--- src/rtl/snn_pkg.sv ---
// Shared types and helpers for the spiking-network classification blocks.
package snn_pkg;

  typedef enum logic [1:0] {
    ST_IDLE   = 2'd0,
    ST_ACCUM  = 2'd1,
    ST_SCAN   = 2'd2,
    ST_OUTPUT = 2'd3
  } state_e;

  localparam int DEF_NUM_NODES  = 10;
  localparam int DEF_WINDOW_LEN = 100;
  localparam int DEF_CNT_W      = 16;
  localparam int MAX_CNT_W      = 32;

  // Increment a w-bit value (zero-extended to MAX_CNT_W) by inc, pinning at 2^w-1.
  function automatic logic [MAX_CNT_W-1:0] sat_add(input logic [MAX_CNT_W-1:0] a,
                                                   input logic                 inc,
                                                   input int unsigned          w);
    logic [MAX_CNT_W-1:0] lim;
    lim = (w >= MAX_CNT_W) ? {MAX_CNT_W{1'b1}} : ~({MAX_CNT_W{1'b1}} << w);
    if (inc && (a != lim)) return a + MAX_CNT_W'(1);
    return a;
  endfunction

endpackage

--- src/rtl/spike_counter_bank.sv ---
// Per-neuron saturating spike counters with a single indexed read port.
module spike_counter_bank
  import snn_pkg::*;
#(
  parameter int NUM_NODES = DEF_NUM_NODES,
  parameter int CNT_W     = DEF_CNT_W,
  parameter int IDX_W     = 4
) (
  input  logic                 clk_i,
  input  logic                 rst_i,
  input  logic                 inc_en,
  input  logic                 clr,
  input  logic [NUM_NODES-1:0] nodes,
  input  logic [IDX_W-1:0]     rd_idx,
  output logic [CNT_W-1:0]     rd_cnt
);

  logic [CNT_W-1:0] cnt_q [NUM_NODES];

  always_ff @(posedge clk_i) begin
    if (rst_i || clr) begin
      for (int i = 0; i < NUM_NODES; i++) cnt_q[i] <= '0;
    end else if (inc_en) begin
      for (int i = 0; i < NUM_NODES; i++)
        cnt_q[i] <= CNT_W'(sat_add(MAX_CNT_W'(cnt_q[i]), nodes[i], CNT_W));
    end
  end

  // Out-of-range pointer values (non power-of-two node counts) read as zero.
  assign rd_cnt = (int'(rd_idx) < NUM_NODES) ? cnt_q[rd_idx] : '0;

endmodule

--- src/rtl/classify_window_ctrl.sv ---
// Accumulates spikes over a fixed window of timesteps, then scans for the
// neuron with the most spikes and presents it on a valid/ready result port.
//
//   state     | meaning
//   ----------+-----------------------------------------------------
//   ST_IDLE   | waiting for start_i
//   ST_ACCUM  | accepting timesteps until WINDOW_LEN have been taken
//   ST_SCAN   | comparing one counter per cycle, lowest index first
//   ST_OUTPUT | result valid, waiting for class_ready_i
module classify_window_ctrl
  import snn_pkg::*;
#(
  parameter int NUM_NODES  = DEF_NUM_NODES,
  parameter int WINDOW_LEN = DEF_WINDOW_LEN,
  parameter int CNT_W      = DEF_CNT_W,
  localparam int IDX_W     = (NUM_NODES > 1) ? $clog2(NUM_NODES) : 1
) (
  input  logic                 clk_i,
  input  logic                 rst_i,
  input  logic                 start_i,
  input  logic                 step_valid_i,
  output logic                 step_ready_o,
  input  logic [NUM_NODES-1:0] nodes_i,
  output logic                 class_valid_o,
  input  logic                 class_ready_i,
  output logic [IDX_W-1:0]     class_o,
  output logic [CNT_W-1:0]     class_count_o,
  output logic                 no_spike_o,
  output logic                 busy_o
);

  localparam int STEP_W = $clog2(WINDOW_LEN + 1);

  state_e            state_q, state_d;
  logic [STEP_W-1:0] steps_left_q;
  logic [IDX_W-1:0]  scan_idx_q;
  logic [IDX_W-1:0]  best_idx_q;
  logic [CNT_W-1:0]  best_cnt_q;
  logic [CNT_W-1:0]  rd_cnt;

  logic step_acc, last_step, scan_last, handshake, start_win;

  assign start_win = (state_q == ST_IDLE) && start_i;
  assign step_acc  = (state_q == ST_ACCUM) && step_valid_i;
  assign last_step = step_acc && (steps_left_q == STEP_W'(1));
  assign scan_last = (scan_idx_q == IDX_W'(NUM_NODES - 1));
  assign handshake = (state_q == ST_OUTPUT) && class_ready_i;

  spike_counter_bank #(
    .NUM_NODES(NUM_NODES),
    .CNT_W    (CNT_W),
    .IDX_W    (IDX_W)
  ) u_bank (
    .clk_i (clk_i),
    .rst_i (rst_i),
    .inc_en(step_acc),
    .clr   (handshake),
    .nodes (nodes_i),
    .rd_idx(scan_idx_q),
    .rd_cnt(rd_cnt)
  );

  always_ff @(posedge clk_i) begin
    if (rst_i) state_q <= ST_IDLE;
    else       state_q <= state_d;
  end

  always_comb begin
    state_d = state_q;
    unique case (state_q)
      ST_IDLE:   if (start_i)   state_d = ST_ACCUM;
      ST_ACCUM:  if (last_step) state_d = ST_SCAN;
      ST_SCAN:   if (scan_last) state_d = ST_OUTPUT;
      ST_OUTPUT: if (class_ready_i) state_d = ST_IDLE;
      default:   state_d = ST_IDLE;
    endcase
  end

  // Step down-counter is loaded on start and terminates at one remaining step.
  always_ff @(posedge clk_i) begin
    if (rst_i) begin
      steps_left_q <= '0;
      scan_idx_q   <= '0;
      best_idx_q   <= '0;
      best_cnt_q   <= '0;
    end else begin
      if (start_win) begin
        steps_left_q <= STEP_W'(WINDOW_LEN);
        scan_idx_q   <= '0;
        best_idx_q   <= '0;
        best_cnt_q   <= '0;
      end else if (step_acc) begin
        steps_left_q <= steps_left_q - STEP_W'(1);
      end
      if (state_q == ST_SCAN) begin
        if (rd_cnt > best_cnt_q) begin
          best_cnt_q <= rd_cnt;
          best_idx_q <= scan_idx_q;
        end
        scan_idx_q <= scan_last ? '0 : scan_idx_q + IDX_W'(1);
      end
      if (handshake) begin
        steps_left_q <= '0;
        scan_idx_q   <= '0;
        best_idx_q   <= '0;
        best_cnt_q   <= '0;
      end
    end
  end

  assign step_ready_o  = (state_q == ST_ACCUM);
  assign class_valid_o = (state_q == ST_OUTPUT);
  assign busy_o        = (state_q != ST_IDLE);
  assign class_o       = best_idx_q;
  assign class_count_o = best_cnt_q;
  assign no_spike_o    = (state_q == ST_OUTPUT) && (best_cnt_q == '0);

endmodule

--- config.mk ---
export PLATFORM = sky130hd
export DESIGN_NAME = classify_window_ctrl
export DESIGN_NICKNAME = d
export VERILOG_FILES = /design/src/rtl/snn_pkg.sv /design/src/rtl/spike_counter_bank.sv /design/src/rtl/classify_window_ctrl.sv
export SDC_FILE = /design/constraint.sdc
export NUM_CORES = 1
export LEC_CHECK = 0
export CORE_MARGIN = 4
export CORE_UTILIZATION = 32
export DETAILED_ROUTE_END_ITERATION = 16
export SYNTH_ARGS = -nofsm -noshare
export SYNTH_HDL_FRONTEND = slang
export SYNTH_SLANG_ARGS = --single-unit
--- constraint.sdc ---
create_clock -name clk_i -period 3 [get_ports clk_i]
set_clock_uncertainty 0.1 [all_clocks]
set_input_delay 0.45 -clock clk_i [delete_from_list [all_inputs] [get_ports clk_i]]
set_output_delay 0.45 -clock clk_i [all_outputs]
set_load 0.01 [all_outputs]
==> out/results.ini <==
[die]
die_w_um=197.0
ios=39
initial_utilization_pct=32.78
coreArea_mm2=0.03488
num_rows=68
dieHeight_um=197.0
dieArea_mm2=0.03883

[clocking]
clock_sinks=197
clock_latency_ns=0.45
h-tree-depth=4
postCtsHoldBufs=0
clk_pin_slew_ns=0.07
cts-root-buf=clkbuf_16
cts_buffers=17
clock_path_buffers=2
cts_tree=yes

[place]
io_buffers=38
hpwl_um=22320
finalWeightedCongestion=0.8713

[timing]
setup_tns_ns=-4.656
setup_viol=20
fin_crit_ns=3.255
maxSlewViolCount=0
hold_ws_ns=0.3756
finalCritPeriodShare_pct=108.5
setup_slack_ns=-0.2550
clock.fmax_ghz=0.3072
maxSlewHeadroom_pct=56.51
rsz0062_at_grt=true
hold_viol_final=0
worst_slew_pin_slew_ns=0.6524

[setup_path]
crit_buf_inv=3
cp_top_family=compound AO/OA/AOI/OAI gates
startpoint_type=flip-flop
slowest_delay_ns=0.53
crit_slowest_cell=mux4_2
crit_type=reg -> reg
crit_path_cell_trace=buf_12, buf_4, mux4_2, o22ai_2, a211oi_2, ha_1, nand4_1, a2111oi_2, o311a_4, clkbuf_16, mux2i_1
arrival_ns=3.53
end_kind=flip-flop
cp.required_ns=3.27
path_max_fanout=10

[routing]
postRouteAntennaNets=0
drtIter0Drc=622
drc=0
wl_um=30140
viasPerCell=5.200
wl_per_cell_um=17.80
vias=8803
drtPass1Iterations=4

[synth]
ys.flop_type=edfxtp_1
yosysWarnings=0
async_flop_share_pct=0
synth_cell_types=48
syn_nets=1121
syn-mean-instance-area_um2=10.66
synthCells=1073
synth_seq_cells=197
synth.yosys.seq_area_share_pct=48.49
syn-cell-area_mm2=0.01144
synth_edf_count=160

[hold_path]
hp-class=reg -> reg
hp-start=class_o[3]$_SDFF_PP0_

[run]
cap_violations=0

[status]
violations=setup timing
outcome=finished, violations left

[layout]
final_nets=1273
drive_gt1_share_pct=18.58
antennaDiodeCount=0
n_fill_cell=3359
syn2layout_area_growth_pct=23.00

[power_and_ir_drop]
peakVddDrop_mv=0.4862
power.total_mw=8.774
power_density_mw_per_mm2=623.8
total_leakage_power_nw=4.807

[global_route]
grt_max_degree=54
antenna_found_initial=0
grt_pass1_wl_um=46440
first_global_vias=8135
grt_use_total_pct=15.41
grt-ovfl-total=0

[synth_stat cells (all sizes together) (33+ instances only)]
cell	instances	share of area [%]
ha	33	3.6
edfxtp	160	42
nor2	163	5.4
xor2	81	6.2
nand2	76	2.5
clkbuf	33	1.1
xnor2	46	3.5
nand4	38	2.1
dfxtp	37	6.5
nand3	92	4.0
mux2i	37	3.2
[flip-flops by register name, indices dropped and copies added (netlist names), named ones only]
name	cells
u_bank.cnt_q	160
class_count_o	16
steps_left_q	7
class_o	4
scan_idx_q	4
state_q	2
[area by class of cell]
class | count | area (µm²) | share of cell area [%]
Multi-Input combinational cell | 793 | 5568 | 39.58
Sequential cell | 197 | 5550 | 39.46
Timing Repair Buffer | 184 | 1669 | 11.87
Tap cell | 455 | 569.3 | 4.047
Clock buffer | 18 | 439.2 | 3.122
Clock inverter | 14 | 150.1 | 1.067
Inverter | 32 | 120.1 | 0.8539
[cell families after synthesis]
kind of cell,Yosys count,synth area share [%]
adders and majority gates,33,3.611
and+or+nand+nor,458,18.86
xor gates and xnor gates,127,9.727
buffers and inverters,83,3.873
muxes,69,9.705
DFF,197,48.49
AOI/OAI and AO/OA,106,5.733
[worst register-to-register path: stages, from the launching register on]
cell and delay (ns):
dfxtp_4 0.40, buf_12 0.13, buf_4 0.13, mux4_2 0.53
o22ai_2 0.12, a211oi_2 0.09, ha_1 0.33, nand4_1 0.18
a2111oi_2 0.48, o311a_4 0.32, clkbuf_16 0.18, mux2i_1 0.18
[per-stage QoR]
| step | utilization [%] | cell area, µm² | instances | worst slack, ns |
|---|---|---|---|---|
| final | 40.32 | 14070 | 1693 | -0.2550 |
| after detailed placement | 38.00 | 13260 | 1651 | -0.2313 |
| after global placement | 38.00 | 13260 | 1651 | -0.1156 |
| after CTS | 39.89 | 13920 | 1684 | -0.1200 |
| after floorplan | - | 11440 | 1073 | 0.04318 |
| after global routing | 40.32 | 14070 | 1693 | -0.3385 |
[power breakdown]
group | internal [mW] | switching [mW] | leakage [nW]
clock network | 1.26 | 1.07 | 0.294
registers | 3.41 | 0.407 | 1.97
logic | 1.27 | 1.36 | 2.55
[repair_timing]
item,CTS,global route
pin swaps,4,11
endpoints found under the hold margin,0,0
resized for setup,12,10
buffers inserted,1,7
cloned,0,2
endpoints found under the setup margin,20,20
[worst paths after layout]
check / cells after the start / slack (ns) / end
max reg2reg: 11 / -0.25 / class_count_o[8]$_SDFF_PP0_
max: 11 / -0.25 / class_count_o[8]$_SDFF_PP0_
min reg2reg: 2 / 0.38 / class_o[3]$_SDFF_PP0_
min: 2 / 0.38 / class_o[3]$_SDFF_PP0_
[cells in the final DEF (no fill, tap or decap), types with 19 or more instances in the layout]
master	count
or3_1	19
o21ai_0	23
xor2_1	81
nand4_1	38
nor2_1	163
xnor2_1	46
clkdlybuf4s50_1	38
buf_4	130
mux2i_1	37
mux4_2	28
nand2_1	75
inv_1	32
edfxtp_1	160
ha_1	33
clkbuf_16	19
dfxtp_1	35
a21oi_1	29
nand3_1	92
nor3_1	19
and3_1	25
[metal layers]
| metal | global-route usage, % | wire length (µm) |
|---|---|---|
| met3 | 3.275 | 1605 |
| met4 | 5.059 | 681 |
| met2 | 22.89 | 13450 |
| met5 | 0 | 0 |
| met1 | 22.47 | 14400 |
No activity file was read; power rests on OpenSTA's default activity.
